`src/rtl/ntt_axil_ctrl.sv`:
```
// ntt_axil_ctrl: AXI4-Lite control/status slave driving the NTT core.
// Define NTT_CTRL_PERF_CNT_EN to build the CYCLES counter at 0x0C.
module ntt_axil_ctrl #(
  parameter int C_S_AXI_DATA_WIDTH = 32,
  parameter int C_S_AXI_ADDR_WIDTH = 5,
  parameter int C_CNT_WIDTH        = 32
) (
  input  logic                            ACLK,
  input  logic                            ARESETn,
  input  logic [C_S_AXI_ADDR_WIDTH-1:0]   S_AXI_AWADDR,
  input  logic                            S_AXI_AWVALID,
  output logic                            S_AXI_AWREADY,
  input  logic [C_S_AXI_DATA_WIDTH-1:0]   S_AXI_WDATA,
  input  logic [C_S_AXI_DATA_WIDTH/8-1:0] S_AXI_WSTRB,
  input  logic                            S_AXI_WVALID,
  output logic                            S_AXI_WREADY,
  output logic [1:0]                      S_AXI_BRESP,
  output logic                            S_AXI_BVALID,
  input  logic                            S_AXI_BREADY,
  input  logic [C_S_AXI_ADDR_WIDTH-1:0]   S_AXI_ARADDR,
  input  logic                            S_AXI_ARVALID,
  output logic                            S_AXI_ARREADY,
  output logic [C_S_AXI_DATA_WIDTH-1:0]   S_AXI_RDATA,
  output logic [1:0]                      S_AXI_RRESP,
  output logic                            S_AXI_RVALID,
  input  logic                            S_AXI_RREADY,
  output logic                            ntt_start_o,
  output logic                            ntt_mode_o,
  input  logic                            ntt_done_i,
  output logic                            irq_o
);

  localparam int WW = C_S_AXI_ADDR_WIDTH - 2;
  localparam logic [1:0] OKAY   = 2'b00;
  localparam logic [1:0] SLVERR = 2'b10;

  typedef enum logic [2:0] {
    SEL_CTRL,
    SEL_STATUS,
    SEL_IRQ_EN,
    SEL_CYCLES,
    SEL_NONE
  } sel_e;

  typedef enum logic {IDLE, RUN} state_e;

  function automatic sel_e decode(input logic [WW-1:0] word);
    sel_e sel;
    sel = SEL_NONE;
    unique case (1'b1)
      word == WW'(0): sel = SEL_CTRL;
      word == WW'(1): sel = SEL_STATUS;
      word == WW'(2): sel = SEL_IRQ_EN;
`ifdef NTT_CTRL_PERF_CNT_EN
      word == WW'(3): sel = SEL_CYCLES;
`endif
      default: ;
    endcase
    return sel;
  endfunction

  state_e state;
  logic   live;
  logic   busy;
  logic   done;
  logic   err;
  logic   irq_en;

  sel_e   aw_sel;
  sel_e   ar_sel;
  logic   wr_fire;
  logic   rd_fire;
  logic   ctrl_wr;
  logic   stat_wr;
  logic   en_wr;
  logic   start_req;
  logic   launch;
  logic   finish;
  logic   done_nx;
  logic   err_nx;
  logic   irq_en_nx;
  logic   rd_err;
  logic [C_S_AXI_DATA_WIDTH-1:0] rd_word;

  logic unused_bits;
  assign unused_bits = ^{S_AXI_AWADDR[1:0], S_AXI_ARADDR[1:0],
                         S_AXI_WDATA[C_S_AXI_DATA_WIDTH-1:3],
                         S_AXI_WSTRB[C_S_AXI_DATA_WIDTH/8-1:1]};

  // live keeps every ready low while reset is held and one cycle after
  assign wr_fire = live && S_AXI_AWVALID && S_AXI_WVALID && !S_AXI_BVALID;
  assign S_AXI_AWREADY = wr_fire;
  assign S_AXI_WREADY  = wr_fire;
  assign S_AXI_ARREADY = live && !S_AXI_RVALID;
  assign rd_fire = S_AXI_ARVALID && S_AXI_ARREADY;

  assign aw_sel = decode(S_AXI_AWADDR[C_S_AXI_ADDR_WIDTH-1:2]);
  assign ar_sel = decode(S_AXI_ARADDR[C_S_AXI_ADDR_WIDTH-1:2]);
  assign busy   = (state == RUN);

  always_comb begin
    ctrl_wr   = wr_fire && (aw_sel == SEL_CTRL);
    stat_wr   = wr_fire && (aw_sel == SEL_STATUS) && S_AXI_WSTRB[0];
    en_wr     = wr_fire && (aw_sel == SEL_IRQ_EN) && S_AXI_WSTRB[0];
    start_req = ctrl_wr && S_AXI_WSTRB[0] && S_AXI_WDATA[0];
    finish    = busy && ntt_done_i;
    launch    = !busy && start_req;

    // completion beats any clear issued in the same cycle
    done_nx = done;
    if (ctrl_wr || (stat_wr && S_AXI_WDATA[1]))
      done_nx = 1'b0;
    if (finish)
      done_nx = 1'b1;

    err_nx = err;
    if (stat_wr && S_AXI_WDATA[2])
      err_nx = 1'b0;
    if (busy && start_req)
      err_nx = 1'b1;

    irq_en_nx = en_wr ? S_AXI_WDATA[0] : irq_en;
  end

`ifdef NTT_CTRL_PERF_CNT_EN
  logic [C_CNT_WIDTH-1:0] cycles;

  always_ff @(posedge ACLK or negedge ARESETn) begin
    if (!ARESETn) begin
      cycles <= '0;
    end else if (launch) begin
      cycles <= '0;
    end else if (busy && !ntt_done_i && !(&cycles)) begin
      cycles <= cycles + 1'b1;
    end
  end
`endif

  always_comb begin
    rd_word = '0;
    rd_err  = 1'b0;
    unique case (ar_sel)
      SEL_CTRL:   rd_word[1]   = ntt_mode_o;
      SEL_STATUS: rd_word[2:0] = {err, done, busy};
      SEL_IRQ_EN: rd_word[0]   = irq_en;
`ifdef NTT_CTRL_PERF_CNT_EN
      SEL_CYCLES: rd_word = C_S_AXI_DATA_WIDTH'(cycles);
`endif
      default:    rd_err = 1'b1;
    endcase
  end

  always_ff @(posedge ACLK or negedge ARESETn) begin
    if (!ARESETn) begin
      state        <= IDLE;
      live         <= 1'b0;
      done         <= 1'b0;
      err          <= 1'b0;
      irq_en       <= 1'b1;
      ntt_start_o  <= 1'b0;
      ntt_mode_o   <= 1'b0;
      irq_o        <= 1'b0;
      S_AXI_BVALID <= 1'b0;
      S_AXI_BRESP  <= OKAY;
      S_AXI_RVALID <= 1'b0;
      S_AXI_RRESP  <= OKAY;
      S_AXI_RDATA  <= '0;
    end else begin
      live        <= 1'b1;
      done        <= done_nx;
      err         <= err_nx;
      irq_en      <= irq_en_nx;
      irq_o       <= done_nx & irq_en_nx;
      ntt_start_o <= launch;

      unique case (state)
        IDLE: if (launch) begin
          state      <= RUN;
          ntt_mode_o <= S_AXI_WDATA[1];
        end
        RUN: if (ntt_done_i)
          state <= IDLE;
      endcase

      if (wr_fire) begin
        S_AXI_BVALID <= 1'b1;
        S_AXI_BRESP  <= (aw_sel == SEL_NONE) ? SLVERR : OKAY;
      end else if (S_AXI_BREADY) begin
        S_AXI_BVALID <= 1'b0;
      end

      if (rd_fire) begin
        S_AXI_RVALID <= 1'b1;
        S_AXI_RDATA  <= rd_word;
        S_AXI_RRESP  <= rd_err ? SLVERR : OKAY;
      end else if (S_AXI_RREADY) begin
        S_AXI_RVALID <= 1'b0;
      end
    end
  end

endmodule

```
`config.mk`:
```
export PLATFORM = sky130hd
export DESIGN_NAME = ntt_axil_ctrl
export DESIGN_NICKNAME = d
export VERILOG_FILES = /design/src/rtl/ntt_axil_ctrl.sv
export SDC_FILE = /design/constraint.sdc
export NUM_CORES = 1
export LEC_CHECK = 0
export CORE_UTILIZATION = 27
export CTS_CLUSTER_DIAMETER = 200
export DETAILED_ROUTE_END_ITERATION = 12
export PLACE_DENSITY = 0.84
export SYNTH_ARGS = -nofsm -noshare
export SYNTH_HDL_FRONTEND = slang
export SYNTH_SLANG_ARGS = --single-unit
```
`constraint.sdc`:
```
create_clock -name ACLK -period 1.3 [get_ports ACLK]
set_input_delay 0.39 -clock ACLK [delete_from_list [all_inputs] [get_ports ACLK]]
set_output_delay 0.39 -clock ACLK [all_outputs]
set_load 0.01 [all_outputs]
```
# [Word-level counts from Yosys, hierarchy flattened]
# Cells that the tools add are included.
[classes] add_sub_neg=0 mul=0 div=0 n_lt_le_gt_ge=0 eq_ne=9 shifts=0 n_mux=19 bitwise=2 n_reduce_logical=30
[op_table] cell="3-bit one-hot mux with 3 select lines" n=2
[op_table] cell="1-bit logical AND" n=17
[op_table] cell="3-bit by 1-bit equality test with 1-bit output, second input constant" n=4
[op_table] cell="3-bit by 2-bit equality test with 1-bit output, second input constant" n=4
[op_table] cell="3-bit logical NOT" n=4
[op_table] cell="1-bit 2-to-1 mux" n=12
[op_table] cell="1-bit one-hot mux with 2 select lines" n=3
[op_table] cell="2-bit nonzero test" n=3
[op_table] cell="2-bit 2-to-1 mux" n=2
[op_table] cell="3-bit equality test, second input constant" n=1
[op_table] cell="1-bit logical NOT" n=3
[op_table] cell="3-bit OR reduction" n=1
[op_table] cell="2-bit AND reduction" n=1
[op_table] cell="1-bit bitwise AND" n=1
[op_table] cell="1-bit logical OR" n=1
[op_table] cell="1-bit NOT" n=1
[word_totals] regBits=17 latch_bits=0 ramBits=0 romBits=0 out_inout_bits=44 word_cells=73 memories=0

# [Depth between registers and ports, before layout]
# Gate-level depths: netlist (run 1).
[logic_depth] depth_word=10 mapped_depth=6

# [Worst setup path before layout (run 1)]
# OpenSTA, ideal clock, no wires.
[synth_timing] path_kind="input to register" from="input port S_AXI_ARADDR[4]" to="register S_AXI_RRESP[1]" arrival_time_ps=1409 required_time_ps=1235 slack_ps=-174 path_stages=5 path_buffers=0 cell_sequence="nor3b_1 > inv_1 > ha_1 > a2111oi_0 > a21o_1"
[synth_between] elab_chain_cells=5 word_cells_on_any_way=9
[synth_rtl] element="from (decl)" line_no="20" rtl="input logic [C_S_AXI_ADDR_WIDTH-1:0] S_AXI_ARADDR,"
[synth_rtl] element="3-bit by 2-bit equality test with 1-bit output (tied with other cells)" line_no="53" rtl="word == WW'(2): sel = SEL_IRQ_EN;"
[synth_rtl] element="3-bit one-hot mux with 3 select lines (*)" line_no="50" rtl="unique case (1'b1)"
[synth_rtl] element="3-bit by 1-bit equality test with 1-bit output (tied with other cells)" line_no="142" rtl="unique case (ar_sel)"
[synth_rtl] element="3-bit OR reduction (no line) (*)"
[synth_rtl] element="2-bit 2-to-1 mux (*)" line_no="195" rtl="S_AXI_RRESP <= rd_err ? SLVERR : OKAY;"
[synth_rtl] element="to (signal assigned)" line_no="195"
[synth_rtl] element="to (decl)" line_no="24" rtl="output logic [1:0] S_AXI_RRESP,"
# Every way passes the cells marked *; elsewhere a longest branch is shown, timed or not.
# A chain may end at the register's enable or synchronous reset.

# [Worst setup path in the final report (run 1)]
[layout_timing] from="register live" to="output port S_AXI_WREADY"
[layout_between] elab_chain_cells=3
[layout_rtl] element="from (decl)" line_no="63" rtl="logic live;"
[layout_rtl] element="from (signal assigned)" line_no="156" rtl="live <= 1'b0;"
[layout_rtl] element="from (signal assigned)" line_no="169" rtl="live <= 1'b1;"
[layout_rtl] element="1-bit logical AND (3 in series)" line_no="91" rtl="assign wr_fire = live && S_AXI_AWVALID && S_AXI_WVALID && !S_AXI_BVALID;"
[layout_rtl] element="to (decl)" line_no="16" rtl="output logic S_AXI_WREADY,"
# Every way passes these cells.

==> key figures, run 1 <==
Pwr
  • P_sw: 0.000374 W
  • Seq pwr share: 41.2%
  • Cell Int Power: 0.000940 W
  • Logic pwr share: 30.6%
  • Final Power: 0.00131 W
  • PD cells: 812 mW/mm²
  • Leak pwr: 0.796 nW
  • Worst vdd ir: 0.000241 V
  • Clock share of power: 28.1%
  • Switching portion of total power: 28.5%

Global route
  • Vias in the first global route: 785
  • Number of antenna violations at the first check in global routing: 0
  • Total Routing Usage GR: 12.0%
  • Largest net degree at the start of global routing: 16
  • First-pass GRT wire length: 3.65 mm
  • Grt total ovfl: 0

Final layout
  • Commonest non-fill, non-tap cell in the layout: conb_1
  • Max reg flops: 3
  • Nets: 215
  • FF+latch area: 377 µm²
  • Fill count: 332
  • Area grow syn2layout: 61.8%
  • ANT cells: 0
  • Area of the multi-input gates: 621 µm²
  • Final Instance Area: 0.00162 mm²
  • Largest Register: S_AXI_RDATA
  • Layout cells sized above 1: 35.9%
  • Most frequent cells in the layout: conb_1, buf_4, dfrtp_1

CTS
  • CTS max path bufs: 2
  • Clock slew at reported path FFs: 0.06 ns
  • H-tree levels: 1
  • Clock Sinks: 15
  • Hold buffers post-CTS: 0
  • Cts bufs inserted: 3
  • CTS tree: built
  • Worst skew pair latency: 0.24 ns
  • CTS root buffer: clkbuf_8

Placed design
  • DP Area: 0.00138 mm²
  • Dpl hpwl: 1.71 mm
  • Gp weighted congestion: 0.869
  • Port bufs: 30

Setup path
  • Critical Path Start Type: flop
  • Crit Path Class: flop to primary output
  • RR Startpoint: live
  • Register-to-Register Path Depth: 6
  • Worst R2R Setup Slack: -0.04 ns
  • Crit Reg-Reg Endpoint: ntt_mode_o
  • WP data arrival: 1.05 ns
  • Critical path endpoint category: primary output
  • Worst path required time: 0.91 ns
  • Critical Path Fanout Max: 3
  • Worst setup path start: live
  • Crit path capture: S_AXI_WREADY

Floorplan
  • IO Pins: 98
  • Die span in x: 62.9 µm
  • Die ar.: 0.00395 mm²
  • Initial Utilization: 29.0%
  • Core ar.: 0.00344 mm²
  • Row cnt: 21
  • DIE HEIGHT: 62.9 µm

Run status
  • Status: complete, but fails checks
  • Failing checks: setup timing

Route
  • Detailed-route DRC error count: 0
  • Via count: 815
  • Drt wl/cell: 10.8 µm
  • Initial DRC count: 7
  • Routed WL: 2.19 mm
  • Post-detailed-route count of antenna-violating nets: 0
  • TritonRoute pass-1 iters: 4
  • Routed vias/inst: 4.03

Timing
  • Fmax: 693 MHz
  • # setup viols final: 4
  • Setup slack after layout: -0.143 ns
  • RSZ-0062 raised after global routing: yes
  • Slew Viols, Final: 0
  • Layout Skew: 0.00157 ns
  • Period utilization: 111%
  • Crit path time final: 1.44 ns
  • Endpoints failing hold: 0

Synth
  • Mapped cell area: 1000 µm²
  • Synth warn: 0
  • Area contributors post-synth: dfrtp_1, buf_4, ha_1, nand2_1, dfstp_2
  • Synth Area per Inst: 9.71 µm²
  • Gate Count Post-Synth: 103
  • Post-synthesis register bit count: 15
  • Synth cell types: 29
  • Sequential area share after synthesis: 37.7%
  • Leading area contributor after synthesis: dfrtp_1
  • Share of the synthesized area in the top cell type: 35.0%

Job
  • Max cap viols: 0

Min path
  • Hold crit path type: primary input to asynchronous set/reset pin
-- how the worst min path moves through the flow --
| stage | from | to | slack [ns] | cells past startpoint |
|---|---|---|---|---|
| floorplan | ARESETn | S_AXI_BRESP[1] | 0.09 | 0 |
| global placement | S_AXI_RRESP[1] | S_AXI_RRESP[1] | 0.46 | 1 |
| detailed placement | S_AXI_RDATA[0] | S_AXI_RDATA[0] | 0.47 | 2 |
| CTS | ARESETn | S_AXI_RDATA[0] | 0.46 | 2 |
| global route | ARESETn | S_AXI_RDATA[0] | 0.48 | 2 |
| finish | ARESETn | S_AXI_RDATA[0] | 0.46 | 2 |
-- power by group through the flow --
| stage | Clock [W] | Sequential, W | Combinational [W] |
|---|---|---|---|
| CTS | 0.000380 | 0.000539 | 0.000378 |
| global placement | 0 | 0.000545 | 0.000338 |
| detailed placement | 0 | 0.000546 | 0.000347 |
| finish | 0.000370 | 0.000542 | 0.000402 |
| global route | 0.000403 | 0.000548 | 0.000436 |
| floorplan | 0 | 0.000559 | 0.000200 |
-- cell families after synthesis --
group | after synthesis | synth area share [%]
AOI/OAI and AO/OA | 21 | 14.8
adders and majority gates | 4 | 5.01
buffers and inverters | 39 | 26.8
DFF | 15 | 37.7
muxes | 1 | 1.50
other | 2 | 0.751
and+or+nand+nor | 21 | 13.5
-- area by class of cell --
class	count	share of cell area, %
Multi-Input combinational cell	79	38.4
Timing Repair Buffer	51	30.1
Sequential cell	15	23.3
Tap cell	46	3.56
Clock buffer	4	2.78
Inverter	7	1.93
-- per-layer routing --
layer / vias up / track usage, % / share of wire [%] / wire [µm]
met3: 5 / 2.74 / 6.5 / 142
met4: 0 / 7.27 / 2.5 / 55
li1: 392 / - / - / -
met1: 374 / 13.9 / 40 / 881
met5: - / 0 / 0 / 0
met2: 44 / 20.1 / 51 / 1110
-- per-stage QoR --
step / TNS (ns) / worst slack [ns] / hold slack (ns) / std cells / util, %
after global routing: -0.818 / -0.194 / 0.485 / 202 / 47.0
after floorplan: -0.0411 / -0.0411 / 0.0944 / 133 / -
after global placement: -6.83 / -0.721 / 0.463 / 193 / 40.2
after detailed placement: -7.37 / -0.734 / 0.470 / 193 / 40.2
final: -0.412 / -0.143 / 0.458 / 202 / 47.0
after CTS: -0.400 / -0.168 / 0.464 / 202 / 45.0
-- timing repair --
action	4_1_cts	5_1_grt
resized for setup	76	22
pin swaps	9	7
endpoints found under the setup margin	23	15
setup buffers	5	1
-- worst max-delay path: stages (launching register included) --
cell	delay [ns]
dfrtp_1	0.39
buf_6	0.13
nand4b_4	0.11
clkinv_4	0.07
buf_6	0.12
-- cells in the mapped netlist --
cell type	count
a21bo_2	1
nand4b_4	1
conb_1	2
a21o_1	1
dfrtp_1	14
inv_1	6
nand4_2	1
a21boi_0	1
o41ai_1	1
o21ai_0	5
o31ai_1	2
dfstp_2	1
nor3b_1	2
ha_1	4
clkinv_2	1
a21oi_1	5
nor2b_1	1
nand3b_1	1
o41ai_2	1
a2111oi_0	1
a41oi_1	1
and2_1	1
nor2_1	2
and4bb_1	1
nand2_1	9
buf_4	32
nand3_1	2
a22oi_1	2
mux2_4	1
(Power assumes the default switching activity.)
==> run 2: changes to the inputs <==
clock period = 1.2 ns   (was 1.3 ns; I/O delays follow)
==> key figures, run 2 (same netlist as run 1, synthesis figures left out) <==
Floorplan
  • Die ar.: 0.00395 mm²
  • Die span in x: 62.9 µm
  • DIE HEIGHT: 62.9 µm
  • Core ar.: 0.00344 mm²
  • Row cnt: 21
  • Initial Utilization: 29.0%
  • IO Pins: 98

Timing
  • Worst hold slack: 0.450 ns
  • Slew Viols, Final: 0
  • Period utilization: 115%
  • RSZ-0062 raised after global routing: yes
  • Layout Skew: 0.00172 ns
  • Fmax: 726 MHz
  • Setup slack after layout: -0.177 ns
  • # setup viols final: 11
  • Crit path time final: 1.38 ns
  • Endpoints failing hold: 0

Setup path
  • Critical Path Fanout Max: 3
  • Critical Path Start Type: flop
  • Critical path cell sequence: nand4b_4 > clkinv_4 > buf_6
  • CP top delay family: flip-flops
  • WP data arrival: 1.02 ns
  • CP bufs+invs: 2
  • Slowest stage delay, CP: 0.39 ns
  • Worst path required time: 0.84 ns
  • Critical path endpoint category: primary output
  • Crit Path Class: flop to primary output
  • Worst R2R Setup Slack: -0.13 ns
  • Critical-path top delay cell: dfrtp_1

CTS
  • Worst skew pair latency: 0.24 ns
  • H-tree levels: 1
  • Cts bufs inserted: 3
  • CTS tree: built
  • Clock slew at reported path FFs: 0.06 ns
  • CTS root buffer: clkbuf_8
  • CTS max path bufs: 2
  • Clock Sinks: 15

Pwr
  • Final Power: 0.00143 W
  • PD cells: 879 mW/mm²
  • Leak pwr: 0.813 nW
  • Switching portion of total power: 29.1%
  • P_sw: 0.000416 W
  • Cell Int Power: 0.00102 W
  • Worst vdd ir: 0.000297 V
  • Logic pwr share: 30.7%
  • Seq pwr share: 41.0%
  • Clock share of power: 28.3%

Global route
  • Largest net degree at the start of global routing: 16
  • Total Routing Usage GR: 11.9%
  • First-pass GRT wire length: 3.69 mm
  • Grt total ovfl: 0
  • Number of antenna violations at the first check in global routing: 0
  • Vias in the first global route: 788

Placed design
  • Gp weighted congestion: 0.783
  • Dpl hpwl: 1.72 mm
  • Placed Cells: 197
  • Port bufs: 30

Route
  • Post-detailed-route count of antenna-violating nets: 0
  • Drt wl/cell: 11.3 µm
  • Initial DRC count: 20
  • Detailed-route DRC error count: 0
  • Routed vias/inst: 4.04
  • Via count: 828
  • Routed WL: 2.32 mm
  • TritonRoute pass-1 iters: 2

Final layout
  • Most frequent cells in the layout: conb_1, buf_4, dfrtp_1
  • Layout cells sized above 1: 44.0%
  • Area grow syn2layout: 63.1%
  • Commonest non-fill, non-tap cell in the layout: conb_1
  • ANT cells: 0
  • Nets: 218
  • Max reg flops: 3
  • Non-Filler Instances: 205
  • Largest Register: S_AXI_RDATA

Job
  • Max cap viols: 0

Run status
  • Failing checks: setup timing
  • Status: complete, but fails checks

Min path
  • Hold crit path type: primary input to asynchronous set/reset pin
[run 2: cell count changes in the layout (fill, tap and decap cells not counted), moves of 2 or more]
cell             before  now
a21oi_1               5    3
a21oi_2               0    2
buf_2                 0    8
buf_4                16   18
clkdlybuf4s15_1       7    0
[run 2: timing repair]
| action | in CTS | in global routing |
|---|---|---|
| pin swaps | 7 | 5 |
| endpoints found under the hold margin | 0 | 0 |
| hold buffers | 0 | 0 |
| setup buffers | 2 | 2 |
| gates cloned | 0 | 0 |
| gates resized for setup | 98 | 13 |
| endpoints found under the setup margin | 24 | 15 |
[run 2: worst register-to-register path, cell delays in order (launching register included)]
cell and delay (ns):
dfrtp_1 0.39, nand4b_4 0.21, clkinv_4 0.08, buf_4 0.13
nand4_4 0.10, mux2_4 0.31
[run 2: area by class of cell]
| class | count | area, µm² |
|---|---|---|
| clock buffer | 4 | 45.0 |
| fill | 317 | 1810 |
| inverter | 7 | 31.3 |
| multi-input combinational | 79 | 644 |
| sequential | 15 | 377 |
| tap | 46 | 57.6 |
| timing repair buffer | 54 | 475 |
[run 2: power by group through the flow]
stage | registers [W] | logic [W] | clock network, W
2_1_floorplan | 0.000605 | 0.000222 | 0
3_3_place_gp | 0.000591 | 0.000387 | 0
3_5_place_dp | 0.000592 | 0.000397 | 0
4_1_cts | 0.000587 | 0.000416 | 0.000420
5_1_grt | 0.000594 | 0.000475 | 0.000449
6_report | 0.000588 | 0.000440 | 0.000405
[run 2: worst paths after layout]
kind | start | to | cells past startpoint
max in group asynchronous | ARESETn | irq_en | 2
worst min-delay path | ARESETn | S_AXI_RDATA[2] | 2
worst max register to register | S_AXI_BVALID | ntt_mode_o | 5
worst min register to register | S_AXI_BRESP[1] | S_AXI_BRESP[1] | 2
min in group ACLK | S_AXI_BRESP[1] | S_AXI_BRESP[1] | 2
worst max-delay path | S_AXI_BVALID | S_AXI_AWREADY | 3
[run 2: through the flow]
| step | setup TNS [ns] | worst slack (ns) | util [%] | instance area, µm² |
|---|---|---|---|---|
| after floorplan | -0.157 | -0.111 | - | 1170 |
| after global placement | -8.26 | -0.764 | 42.1 | 1450 |
| after detailed placement | -8.74 | -0.775 | 42.1 | 1450 |
| after CTS | -0.987 | -0.193 | 45.6 | 1570 |
| after global routing | -1.67 | -0.225 | 47.4 | 1630 |
| final | -0.997 | -0.177 | 47.4 | 1630 |
[run 2: layer usage]
metal	GRT usage, %	wire length (µm)	part of all wire, %
met2	20.4	1240	53
met4	6.10	59	2.5
met3	3.28	138	5.9
met5	0	0	0
met1	13.4	888	38
